**src/rtl/q_update.sv**
```systemverilog
// q_update: Q-learning table update stage.
// Computes Q_new = Q_old + alpha*(R + gamma*maxQ' - Q_old) with shift-only
// arithmetic (alpha = 2^-ALPHA_SHIFT, gamma = 1 - 2^-GAMMA_SHIFT) and issues a
// registered Q-RAM write three cycles after the input is accepted.
// Build option: define Q_UPDATE_SAT_EN to saturate Q_new to the signed QW range;
// without it Q_new wraps to its low QW bits.
module q_update #(
    parameter int unsigned QW          = 16,
    parameter int unsigned SW          = 6,
    parameter int unsigned AW          = 4,
    parameter int unsigned ALPHA_SHIFT = 2,
    parameter int unsigned GAMMA_SHIFT = 3
) (
    input  logic             clk,
    input  logic             rst_n,
    input  logic             in_valid,
    input  logic [SW-1:0]    in_state,
    input  logic [AW-1:0]    in_action,
    input  logic [QW-1:0]    in_qold,
    input  logic [QW-1:0]    in_reward,
    input  logic [QW-1:0]    in_maxq,
    output logic             wr_en,
    output logic [SW+AW-1:0] wr_addr,
    output logic [QW-1:0]    wr_data,
    output logic             hazard,
    output logic [15:0]      upd_count
);

    // Internal arithmetic carries two guard bits above the Q-value width.
    localparam int unsigned IW  = QW + 2;
    localparam int unsigned ADW = SW + AW;
    localparam int unsigned CW  = 16;
    localparam logic [CW-1:0] CNT_MAX = '1;

    // ------------------------------------------------------------------
    // Stage registers
    // ------------------------------------------------------------------
    logic                 s1_valid;
    logic [ADW-1:0]       s1_addr;
    logic [QW-1:0]        s1_qold;
    logic signed [IW-1:0] s1_target;

    logic                 s2_valid;
    logic [ADW-1:0]       s2_addr;
    logic [QW-1:0]        s2_qold;
    logic signed [IW-1:0] s2_delta;

    // ------------------------------------------------------------------
    // Combinational helpers
    // ------------------------------------------------------------------
    logic [ADW-1:0]       in_addr_c;
    logic signed [IW-1:0] maxq_ext_c;
    logic signed [IW-1:0] reward_ext_c;
    logic signed [IW-1:0] gamma_q_c;
    logic signed [IW-1:0] target_c;
    logic signed [IW-1:0] s1_qold_ext_c;
    logic signed [IW-1:0] td_c;
    logic signed [IW-1:0] delta_c;
    logic signed [IW-1:0] s2_qold_ext_c;
    logic [QW-1:0]        wr_data_next_c;
    logic                 hazard_hit_c;

    // Input address and sign-extended operands.
    assign in_addr_c    = {in_state, in_action};
    assign maxq_ext_c   = {{(IW-QW){in_maxq[QW-1]}}, in_maxq};
    assign reward_ext_c = {{(IW-QW){in_reward[QW-1]}}, in_reward};

    // gamma*maxQ' as maxQ' minus its arithmetic-shifted copy, then add reward.
    assign gamma_q_c = maxq_ext_c - (maxq_ext_c >>> GAMMA_SHIFT);
    assign target_c  = reward_ext_c + gamma_q_c;

    // Temporal difference scaled by alpha (floor toward -inf).
    assign s1_qold_ext_c = {{(IW-QW){s1_qold[QW-1]}}, s1_qold};
    assign td_c          = s1_target - s1_qold_ext_c;
    assign delta_c       = td_c >>> ALPHA_SHIFT;

    assign s2_qold_ext_c = {{(IW-QW){s2_qold[QW-1]}}, s2_qold};

`ifdef Q_UPDATE_SAT_EN
    localparam logic signed [IW-1:0] QMAX = {{(IW-QW+1){1'b0}}, {(QW-1){1'b1}}};
    localparam logic signed [IW-1:0] QMIN = {{(IW-QW+1){1'b1}}, {(QW-1){1'b0}}};

    logic signed [IW-1:0] sum_full_c;

    assign sum_full_c = s2_qold_ext_c + s2_delta;

    // Clamp the updated value to the representable signed QW range.
    always_comb begin
        wr_data_next_c = sum_full_c[QW-1:0];
        if (sum_full_c > QMAX) begin
            wr_data_next_c = {1'b0, {(QW-1){1'b1}}};
        end else if (sum_full_c < QMIN) begin
            wr_data_next_c = {1'b1, {(QW-1){1'b0}}};
        end
    end
`else
    // Two's-complement wrap of the updated value to QW bits.
    assign wr_data_next_c = QW'(s2_qold_ext_c + s2_delta);
`endif

    // Read-after-write hazard: accepted address already held by a live stage.
    assign hazard_hit_c = in_valid &&
                          ((s1_valid && (s1_addr == in_addr_c)) ||
                           (s2_valid && (s2_addr == in_addr_c)) ||
                           (wr_en    && (wr_addr == in_addr_c)));

    // ------------------------------------------------------------------
    // Sequential logic
    // ------------------------------------------------------------------

    // S1: capture target, old Q and address of an accepted input.
    always_ff @(posedge clk or negedge rst_n) begin
        if (!rst_n) begin
            s1_valid  <= 1'b0;
            s1_addr   <= '0;
            s1_qold   <= '0;
            s1_target <= '0;
        end else begin
            s1_valid <= in_valid;
            if (in_valid) begin
                s1_addr   <= in_addr_c;
                s1_qold   <= in_qold;
                s1_target <= target_c;
            end
        end
    end

    // S2: hold alpha-scaled delta alongside old Q and address.
    always_ff @(posedge clk or negedge rst_n) begin
        if (!rst_n) begin
            s2_valid <= 1'b0;
            s2_addr  <= '0;
            s2_qold  <= '0;
            s2_delta <= '0;
        end else begin
            s2_valid <= s1_valid;
            if (s1_valid) begin
                s2_addr  <= s1_addr;
                s2_qold  <= s1_qold;
                s2_delta <= delta_c;
            end
        end
    end

    // S3: Q-RAM write port; address/data hold between writes.
    always_ff @(posedge clk or negedge rst_n) begin
        if (!rst_n) begin
            wr_en   <= 1'b0;
            wr_addr <= '0;
            wr_data <= '0;
        end else begin
            wr_en <= s2_valid;
            if (s2_valid) begin
                wr_addr <= s2_addr;
                wr_data <= wr_data_next_c;
            end
        end
    end

    // Single-cycle hazard pulse for the upstream controller.
    always_ff @(posedge clk or negedge rst_n) begin
        if (!rst_n) begin
            hazard <= 1'b0;
        end else begin
            hazard <= hazard_hit_c;
        end
    end

    // Saturating count of committed writes, in step with wr_en.
    always_ff @(posedge clk or negedge rst_n) begin
        if (!rst_n) begin
            upd_count <= '0;
        end else if (s2_valid && (upd_count != CNT_MAX)) begin
            upd_count <= upd_count + CW'(1);
        end
    end

endmodule

```
**config.mk**
```make
export PLATFORM = sky130hd
export DESIGN_NAME = q_update
export DESIGN_NICKNAME = d
export VERILOG_FILES = /design/src/rtl/q_update.sv
export SDC_FILE = /design/constraint.sdc
export NUM_CORES = 1
export LEC_CHECK = 0
export BUFFER_PORTS_ARGS = -buffer_cell sky130_fd_sc_hd__buf_2
export CAP_MARGIN = 20
export CORE_ASPECT_RATIO = 2
export CORE_MARGIN = 2
export CORE_UTILIZATION = 55
export DETAILED_ROUTE_END_ITERATION = 10
export PLACE_DENSITY = 0.76
export SLEW_MARGIN = 25
export SYNTH_ARGS = -nofsm -noshare
export SYNTH_HDL_FRONTEND = slang
export SYNTH_SLANG_ARGS = --single-unit
```
**constraint.sdc**
```tcl
create_clock -name clk -period 2.4 [get_ports clk]
set_clock_uncertainty 0.05 [all_clocks]
set_input_delay 0.24 -clock clk [delete_from_list [all_inputs] [get_ports clk]]
set_output_delay 0.24 -clock clk [all_outputs]
set_load 0.005 [all_outputs]
```
==> results by group, run 1 <==
Run status
  • Status: finished clean

Routing
  • TritonRoute pass-1 iters: 5
  • Average wire per standard cell: 15.9 um
  • Routed vias: 6416
  • DRC: 0
  • Initial DRC count: 264
  • Final antenna-violating net count: 0
  • Vias/cell: 5.43
  • WL final: 18700 um

STA
  • Setup violators final: 0
  • Setup TNS: 0 ns
  • Slew headroom: 63.7%
  • Final hold slack: 0.0197 ns
  • Period utilization: 96.3%
  • Unrepaired setup endpoints after global routing: no
  • Worst slew pin tran: 0.544 ns
  • Fin. max-slew vios: 0
  • Maximum clock frequency: 433 MHz
  • Period minus WS final: 2.31 ns
  • Final Hold Viols: 0
  • Setup ws final: 0.0891 ns

Final layout
  • Inserted Diodes: 0
  • Footprint of the multi-input gates: 4520 um2
  • Share of cells above drive strength 1: 30.9%
  • Synth-to-layout area growth: 24.0%
  • Post-route cell area: 10200 um2
  • Nets@finish: 1102
  • Fill cells: 1175
  • Seq. cell area: 3300 um2

Setup path
  • Crit path largest cell delay: 0.39 ns
  • Crit-path cells: inv_1, ha_1, a21o_1, a31oi_4, o21a_2, o311ai_1, xor2_1, mux2_2
  • Cell type group with the largest total delay on the critical path: compound AO/OA/AOI/OAI gates
  • Reg2reg end: s2_delta[9]
  • Flop2flop setup slack: 0.09 ns
  • WP data required: 2.64 ns
  • Worst setup EP type: flop
  • FF-to-FF Start: s1_qold[2]
  • FF-to-FF path depth: 8
  • CP Buf/Inv Count: 1
  • Slowest-stage cell, CP: dfrtp_1
  • Arrival time worst endpoint: 2.55 ns
  • CP startpoint kind: flop
  • Worst-path fanout max: 6
  • CP Class: reg -> reg

Synthesis
  • Number of synthesized register bits: 132
  • Post-synthesis compound-gate area fraction: 12.9%
  • Top-count cell post-synth: dfrtp_1
  • Synth top area share: 40.4%
  • Syn nets: 930
  • Mux cell area share after synthesis: 11.0%
  • Synth warn: 0
  • Mapped Area: 8190 um2
  • Synth Area in XOR/XNOR: 8.67%
  • Synth cell types: 66
  • Area leader, netlist: dfrtp_1
  • Synth area leaders: dfrtp_1, mux2_2, ha_1
  • Fraction of registers with async set/reset: 100%
  • Top FF cell, synth: dfrtp_1
  • Simple-Gate Fraction of Synth Area: 9.68%
  • Mean Syn Cell Area: 10.2 um2
  • Largest family of logic cells by synthesized area: compound AO/OA/AOI/OAI gates
  • Synth Area in Adders: 11.9%
  • Synth top cells by count: dfrtp_1, inv_1, mux2_2
  • Post-synth EDFFs: 0
  • Post-synthesis sequential area ratio: 40.4%
  • Syn Inst Count: 801

Place
  • HPWL after detailed placement: 14200 um
  • Pre-CTS setup slack: -0.308 ns
  • Post-place instance area: 9360 um2
  • Gpl congestion: 0.871
  • Port Buffers: 104

Min path
  • Hold crit path type: in -> reg
  • Hold Path End: s1_qold[3]
  • Hold Path Cell Cnt: 3
  • Worst hold start: in_qold[3]

Floorplan
  • DIE HEIGHT: 177 um
  • Num ports: 105
  • Standard-cell rows: 63
  • DIE WIDTH: 90.3 um
  • Die area: 15900 um2
  • Core Area: 14700 um2
  • Starting Density: 55.8%

CTS
  • CTS Buf Count: 17
  • Level count of the clock H-tree: 4
  • Clk buf depth: 2
  • Clk sinks: 132
  • Clk_lat worst skew: 0.41 ns
  • CTS tree: built
  • Worst-path clk slew: 0.06 ns
  • CTS root buf: clkbuf_16

Run
  • Total of max-cap violations: 0

Power
  • P per Cell Area: 1060 nW/um2
  • Leakage: 4.84 nW
  • Total power: 10.8 mW
  • VDD IR max: 678 uV

Global route
  • Vias in the first global route: 6590
  • Grt ovf: 0
  • Largest net degree at the start of global routing: 44
  • Number of antenna violations at the first check in global routing: 0
  • First-pass GRT wire length: 32100 um
  • Total GRT Usage: 25.1%
==> worst max path at each step <==
| stage | startpoint | to | depth (start not counted) |
|---|---|---|---|
| detailed placement | in_maxq[4] | s1_target[14] | 11 |
| global route | in_maxq[7] | s1_target[14] | 11 |
| floorplan | in_maxq[9] | s1_target[15] | 8 |
| finish | s1_qold[2] | s2_delta[9] | 8 |
| global placement | in_reward[4] | s1_target[14] | 11 |
| CTS | s2_qold[0] | wr_data[10] | 9 |
==> logic make-up (layout without fill, tap and decap cells) <==
| kind of cell | count (synthesis) | in the layout |
|---|---|---|
| compound gates | 159 | 159 |
| xor+xnor | 81 | 81 |
| fa+ha+maj | 68 | 68 |
| buf+inv | 118 | 303 |
| flops | 132 | 132 |
| mux | 80 | 80 |
| simple gates | 163 | 163 |
==> metal layers <==
layer | global-route usage [%] | part of all wire (%)
met1 | 30.9 | 42
met2 | 44.9 | 53
met3 | 4.01 | 3.0
met4 | 7.69 | 1.8
met5 | 0 | 0
==> what timing repair did <==
| item | 4_1_cts | 5_1_grt |
|---|---|---|
| resized for setup | 4 | 7 |
| hold buffers | 13 | 0 |
| pin swaps | 1 | 2 |
| buffers inserted | 1 | 0 |
| endpoints found under the setup margin | 4 | 6 |
| endpoints found under the hold margin | 50 | 0 |
==> cell usage in the layout, fill, tap and decap left out, types with 36 or more instances in the layout <==
cell type / count
buf_4: 57
xnor2_1: 51
mux2_2: 78
dfrtp_1: 131
nand2_1: 59
buf_2: 103
inv_1: 93
a21oi_1: 37
o21ai_0: 36
ha_1: 47
==> state kept, by name, indices dropped and copies added, names as in the netlist <==
name and cells:
s1_target 18, s1_qold 16, s2_delta 16, s2_qold 16
upd_count 16, wr_data 16, s1_addr 10, s2_addr 10
wr_addr 10, hazard 1, s1_valid 1, s2_valid 1
wr_en 1
==> cell type report <==
| cell class | instances | share of cell area, % |
|---|---|---|
| Multi-Input combinational cell | 551 | 44.6 |
| Sequential cell | 132 | 32.5 |
| Timing Repair Buffer | 175 | 11.0 |
| Clock buffer | 18 | 4.33 |
| Inverter | 96 | 3.55 |
| Tap cell | 195 | 2.40 |
| Clock inverter | 14 | 1.65 |
==> metrics by stage <==
step | std cells | utilization [%]
global placement | 1135 | 63.9
floorplan | 801 | -
finish | 1181 | 69.3
detailed placement | 1135 | 63.9
global route | 1181 | 69.3
CTS | 1181 | 69.1
==> tightest hold or removal path: cells and delay by family <==
kind,cells,cell delay [ns]
buffers and inverters,1,0.08
AO/OA/AOI/OAI,1,0.07
AND/OR/NAND/NOR,1,0.05
==> power breakdown <==
part | switching [mW] | leakage, nW | internal [mW]
registers | 0.471 | 1.59 | 2.84
clock network | 1.04 | 0.293 | 1.59
logic | 2.41 | 2.96 | 2.40
total | 3.93 | 4.84 | 6.83
No activity file was read; power rests on OpenSTA's default activity.
==> run 2, diff against run 1 <==
--- a/config.mk
+++ b/config.mk
@@ -12,5 +12,5 @@
 export CORE_UTILIZATION = 55
 export DETAILED_ROUTE_END_ITERATION = 10
-export PLACE_DENSITY = 0.76
+export PLACE_DENSITY_LB_ADDON = 0.12
 export SLEW_MARGIN = 25
 export SYNTH_ARGS = -nofsm -noshare
==> constraint.sdc (replaced) <==
create_clock -name clk -period 2.4 [get_ports clk]
set_clock_uncertainty 0.05 [all_clocks]
set_input_delay 0.24 -clock clk [delete_from_list [all_inputs] [get_ports clk]]
set_output_delay 0.24 -clock clk [all_outputs]
set_load 0.01 [all_outputs]
==> run 2 against run 1 <==
Net effect: sequential cell count is the same; via count grew 0.67%; critical path depth shrank 1; first-iteration DRC count shrank 15%; fmax grew 0.59%.
==> results by group, run 2 (same netlist as run 1, synthesis figures left out) <==
Power
  • Leakage: 4.83 nW (-0.20%)
  • Int Power: 6.78 mW (-0.64%)
  • P per Cell Area: 1050 nW/um2 (-0.95%)
  • Sw Ratio: 36.4% (-0.15 points)
  • Sw power: 3.88 mW (-1.3%)
  • Clock share of power: 22.3% (-2.2 points)
  • VDD IR max: 659 uV (-2.9%)
  • Total power: 10.7 mW (-0.87%)
  • Sequential share of power: 30.6% (-0.2 points)
  • Part of the power in combinational logic: 47.1% (+2.4 points)

Setup path
  • Crit path largest cell delay: 0.43 ns (+0.04 ns)
  • Cell type group with the largest total delay on the critical path: compound AO/OA/AOI/OAI gates
  • Worst-path fanout max: 4 (-2)
  • CP startpoint kind: flop
  • Worst Setup SP: s2_qold[1]
  • CP Buf/Inv Count: 0 (-1)
  • Worst setup EP type: flop
  • Slowest-stage cell, CP: a211oi_1
  • Crit-path cells: ha_1, a211oi_1, o21ai_2, a41oi_1, o31ai_1, xor2_1, mux2_2
  • FF-to-FF Start: s2_qold[1]
  • CP Class: reg -> reg
  • Arrival time worst endpoint: 2.54 ns (about the same)
  • WP data required: 2.65 ns (about the same)

Routing
  • TritonRoute pass-1 iters: 7 (+2)
  • Vias/cell: 5.46 (+0.42%)
  • Routed vias: 6459 (+0.67%)
  • Final antenna-violating net count: 0 (unchanged)
  • Initial DRC count: 224 (-15%)
  • DRC: 0 (unchanged)
  • WL final: 18500 um (-1.2%)
  • Average wire per standard cell: 15.6 um (-1.4%)

CTS
  • Clk sinks: 132 (unchanged)
  • CTS root buf: clkbuf_16
  • Level count of the clock H-tree: 4 (unchanged)
  • Clk buf depth: 2 (unchanged)
  • CTS tree: built
  • Worst-path clk slew: 0.05 ns (about the same)
  • Clk_lat worst skew: 0.42 ns (about the same)
  • CTS Buf Count: 17 (unchanged)

STA
  • Fin. max-slew vios: 0 (unchanged)
  • Period minus WS final: 2.30 ns (-0.0136 ns)
  • Final Hold Viols: 0 (unchanged)
  • Maximum clock frequency: 435 MHz (+0.59%)
  • Slew headroom: 62.0% (-1.7 points)
  • Period utilization: 95.7% (-0.57 points)
  • Worst slew pin tran: 0.570 ns (+0.0254 ns)
  • Setup violators final: 0 (unchanged)
  • Setup ws final: 0.103 ns (+0.0136 ns)
  • Unrepaired setup endpoints after global routing: no

Final layout
  • Synth-to-layout area growth: 24.1% (about the same)
  • Non-filler instance count after layout: 1184 (+0.25%)
  • Reg with most FFs: s1_target
  • Post-route cell area: 10200 um2 (about the same)
  • Fin util: 69.3% (about the same)
  • Nets@finish: 1105 (+0.27%)
  • Commonest non-fill, non-tap cell in the layout: dfrtp_1
  • Share of cells above drive strength 1: 31.7% (+0.82 points)
  • Inserted Diodes: 0 (unchanged)
  • Most frequent cells in the layout: dfrtp_1, buf_2, inv_1, mux2_2, buf_4
  • Max FFs per register: 18 (unchanged)

Floorplan
  • Core Area: 14700 um2 (unchanged)
  • Num ports: 105 (unchanged)
  • Die area: 15900 um2 (unchanged)
  • Starting Density: 55.8% (unchanged)
  • Standard-cell rows: 63 (unchanged)
  • DIE WIDTH: 90.3 um (unchanged)
  • DIE HEIGHT: 177 um (unchanged)

Place
  • HPWL after detailed placement: 14300 um (+0.44%)
  • Gpl congestion: 0.857 (-1.6%)
  • Pre-CTS setup slack: -0.244 ns (+0.0635 ns)
  • Dpl cells: 1140 (+0.44%)
  • Port Buffers: 104 (unchanged)
  • Post-place instance area: 9410 um2 (+0.53%)

Run status
  • Status: finished clean

Min path
  • Hold crit path type: in -> reg
  • Worst hold start: in_qold[0]

Global route
  • Grt ovf: 0 (unchanged)
  • Number of antenna violations at the first check in global routing: 0 (unchanged)
  • First-pass GRT wire length: 30700 um (-4.3%)
  • Total GRT Usage: 24.4% (-0.69 points)
  • Vias in the first global route: 6434 (-2.4%)
  • Largest net degree at the start of global routing: 44 (unchanged)

Run
  • Total of max-cap violations: 0 (unchanged)
run 2: per-stage QoR:
stage / hold slack, ns / TNS (ns)
after floorplan: -0.106 / -0.0383
after global placement: 0.216 / -1.60
after detailed placement: 0.221 / -2.06
after CTS: 0.000852 / 0
after global routing: 0.0108 / 0
final: 0.0126 / 0
run 2: per-layer routing:
metal | vias to the layer above | global-route usage [%] | part of all wire [%]
met5 | - | 0 | 0
met4 | 0 | 9.17 | 2.7
met3 | 30 | 3.93 | 3.1
met2 | 143 | 44.1 | 52
met1 | 3154 | 29.0 | 42
li1 | 3132 | - | -
run 2: area by class of cell:
| type | count | area, um2 |
|---|---|---|
| clock inverters | 7 | 47.5 |
| inverters | 96 | 360 |
| fillers | 1225 | 4500 |
| multi-input cells | 551 | 4560 |
| clock buffers | 25 | 505 |
| flip-flops and latches | 132 | 3300 |
| repair buffers | 178 | 1140 |
| well taps | 195 | 244 |
run 2: what timing repair did:
action	CTS	global route
setup endpoints to repair	5	12
pin swaps	0	2
buffers inserted	0	1
hold buffers	11	0
endpoints found under the hold margin	50	0
resized for setup	6	12
run 2: final timing paths:
kind	to	slack [ns]	cells past startpoint
min in group asynchronous	wr_addr[7]	0.33	2
setup / recovery	wr_data[13]	0.10	7
max in group asynchronous	s1_qold[3]	1.22	3
hold / removal	s1_qold[0]	0.01	2
hold reg to reg	wr_data[14]	0.43	2
setup reg to reg	wr_data[13]	0.10	7
run 2: power by group through the flow:
stage                     logic [mW]  registers (mW)  clock network, mW
after CTS                       4.91            3.27               2.43
final                           5.02            3.26               2.38
after floorplan                 3.22            3.28                  0
after detailed placement        4.82            3.30                  0
after global routing            5.55            3.35               2.52
after global placement          4.71            3.29                  0
==> run 3, diff against run 2 <==
Settings changed: BUFFER_PORTS_ARGS -buffer_cell sky130_fd_sc_hd__buf_2 to -buffer_cell sky130_fd_sc_hd__buf_4, CORE_MARGIN 2 to default.
==> run 3 against run 2 <==
Net effect: routed wire length up 9.9%; combinational power up 6.4%; first-iteration DRC count down 33%; count of clock-buffer cells in the layout down 8; cell area up 4.0%; register-to-register slack worse by 0.06 ns; power up 6.0%; global-route usage up 3.8 points; fmax down 2.4%; sequential power up 1%; sequential cell count unchanged; setup slack worse by 0.056 ns; critical path type unchanged.
==> results by group, run 3 (same netlist as run 1, synthesis figures left out) <==
Routing
  • Final antenna-violating net count: 0 (unchanged)
  • WL final: 20400 um (+9.9%)
  • Average wire per standard cell: 17.1 um (+9.1%)
  • Initial DRC count: 149 (-33%)
  • DRC: 0 (unchanged)
  • TritonRoute pass-1 iters: 5 (-2)
  • Vias/cell: 5.55 (+1.7%)
  • Routed vias: 6617 (+2.4%)

Power
  • VDD IR max: 498 uV (-24%)
  • Sw Ratio: 35.6% (-0.78 points)
  • Int Power: 7.28 mW (+7.3%)
  • Sw power: 4.02 mW (+3.7%)
  • Part of the power in combinational logic: 47.3% (+0.2 points)
  • Leakage: 5.00 nW (+3.7%)
  • Sequential share of power: 29.2% (-1.4 points)
  • Total power: 11.3 mW (+6.0%)
  • Clock share of power: 23.6% (+1.3 points)
  • P per Cell Area: 1070 nW/um2 (+1.9%)

Setup path
  • FF-to-FF path depth: 8 (+1)
  • Worst setup EP type: flop
  • CP startpoint kind: flop
  • Crit-path cells: ha_1, a21o_2, or3_1, a41oi_2, o31ai_1, buf_4, xor2_1, mux2_2
  • Arrival time worst endpoint: 2.59 ns (+0.05 ns)
  • WP data required: 2.64 ns (about the same)
  • Worst-path fanout max: 2 (-2)
  • FF-to-FF Start: s2_qold[8]
  • Reg2reg end: wr_data[13]
  • CP Class: reg -> reg
  • Flop2flop setup slack: 0.05 ns (-0.06 ns)
  • Worst Setup SP: s2_qold[8]
  • Slowest-stage cell, CP: dfrtp_1
  • CP Capture Point: wr_data[13]
  • Crit path largest cell delay: 0.41 ns (-0.02 ns)

Place
  • Gpl congestion: 0.951 (+11%)
  • HPWL after detailed placement: 15600 um (+9.1%)
  • Dpl cells: 1146 (+0.53%)
  • Port Buffers: 104 (unchanged)

STA
  • Fin. max-slew vios: 0 (unchanged)
  • Slew headroom: 61.9% (-0.14 points)
  • Period utilization: 98.1% (+2.4 points)
  • Setup violators final: 0 (unchanged)
  • Period minus WS final: 2.35 ns (+0.0564 ns)
  • Worst slew pin tran: 0.572 ns (+0.00207 ns)
  • Maximum clock frequency: 425 MHz (-2.4%)
  • Final Hold Viols: 0 (unchanged)

Global route
  • Grt met3 use: 4.04% (+0.11 points)
  • Met1 Usage GRT: 24.8% (-4.2 points)
  • Number of antenna violations at the first check in global routing: 0 (unchanged)
  • Grt ovf: 0 (unchanged)
  • Vias in the first global route: 6962 (+8.2%)
  • Total GRT Usage: 28.1% (+3.8 points)
  • Largest net degree at the start of global routing: 76 (+73%)
  • Met2 Use GR: 56.6% (+13 points)
  • GR peak layer: met2
  • First-pass GRT wire length: 32800 um (+6.6%)

Run
  • Total of max-cap violations: 0 (unchanged)

CTS
  • Level count of the clock H-tree: 4 (unchanged)
  • CTS Buf Count: 17 (unchanged)
  • CTS tree: built
  • CTS root buf: clkbuf_16
  • Clk buf depth: 2 (unchanged)
  • Clk sinks: 132 (unchanged)
  • Clk_lat worst skew: 0.41 ns (about the same)
  • Worst-path clk slew: 0.06 ns (about the same)

Floorplan
  • Die area: 15400 um2 (-3.3%)
  • Num ports: 105 (unchanged)
  • Standard-cell rows: 62 (-1.6%)
  • DIE HEIGHT: 175 um (-1.1%)
  • DIE WIDTH: 88.3 um (-2.2%)
  • Starting Density: 56.7% (+0.90 points)
  • Core Area: 14400 um2 (-1.6%)

Final layout
  • Footprint of the multi-input gates: 4550 um2 (-0.11%)
  • Most frequent cells in the layout: buf_4, dfrtp_1, inv_1, mux2_2, nand2_1
  • Commonest non-fill, non-tap cell in the layout: buf_4
  • Share of cells above drive strength 1: 32.5% (+0.72 points)
  • Reg with most FFs: s1_target
  • Inserted Diodes: 0 (unchanged)
  • Non-filler instance count after layout: 1193 (+0.76%)
  • Synth-to-layout area growth: 29.0%
  • Nets@finish: 1118 (+1.2%)
  • Fill cells: 1085 (-11%)
  • Seq. cell area: 3300 um2 (unchanged)
  • Max FFs per register: 18 (unchanged)

Min path
  • Hold Path Cell Cnt: 3 (+1)
  • Worst hold start: in_qold[4]
  • Hold crit path type: in -> reg

Run status
  • Status: finished clean
-- run 3: worst min-delay path by stage --
stage / endpoint / slack [ns]
after detailed placement: s2_addr[3] / 0.06
after CTS: s1_qold[14] / 0.03
after global placement: s2_addr[3] / 0.05
final: s1_qold[4] / 0.03
after global routing: s1_qold[14] / 0.02
after floorplan: hazard / -0.11
-- run 3: cell type report --
cell class	count	share of cell area, %
Clock buffer	17	4.03
Clock inverter	14	1.78
Inverter	96	3.41
Multi-Input combinational cell	551	43.1
Sequential cell	132	31.3
Tap cell	192	2.27
Timing Repair Buffer	191	14.1
-- run 3: power groups by stage --
stage | registers, mW | logic, mW | clock network (mW)
after floorplan | 3.28 | 3.22 | 0
after global placement | 3.29 | 5.00 | 0
after detailed placement | 3.33 | 5.15 | 0
after CTS | 3.30 | 5.25 | 2.71
after global routing | 3.37 | 5.85 | 2.82
final | 3.30 | 5.34 | 2.66
-- run 3: metrics by stage --
| stage | setup TNS, ns | setup WS (ns) | instance area (um2) | hold WS, ns | utilization [%] |
|---|---|---|---|---|---|
| floorplan | -0.0383 | -0.0201 | 8240 | -0.106 | - |
| detailed placement | -2.65 | -0.373 | 9720 | 0.0590 | 67.4 |
| CTS | 0 | 0.00101 | 10500 | 0.0265 | 72.7 |
| global route | -0.0126 | -0.0126 | 10600 | 0.0230 | 73.2 |
| finish | 0 | 0.0463 | 10600 | 0.0348 | 73.2 |
| global placement | -1.94 | -0.260 | 9720 | 0.0513 | 67.4 |
-- run 3: worst max-delay path: cells and delay by family (launching register included) --
kind | cells | cell delay (ns)
flip-flops | 1 | 0.41
XOR/XNOR | 1 | 0.13
adder cells (fa/ha/maj) | 1 | 0.30
AO/OA/AOI/OAI | 3 | 0.59
buffers and inverters | 1 | 0.15
multiplexers | 1 | 0.26
AND/OR/NAND/NOR | 1 | 0.34
-- run 3: metal layers --
metal,up-vias,wire [um]
met2,178,12200
met1,3224,6780
met4,0,884
met5,-,0
li1,3162,-
met3,53,529
-- run 3: timing repair --
item,CTS,global route
endpoints found under the hold margin,91,0
cloned,0,0
pin swaps,0,5
hold buffers,14,0
buffers inserted,0,2
setup endpoints to repair,2,13
gates resized for setup,4,13
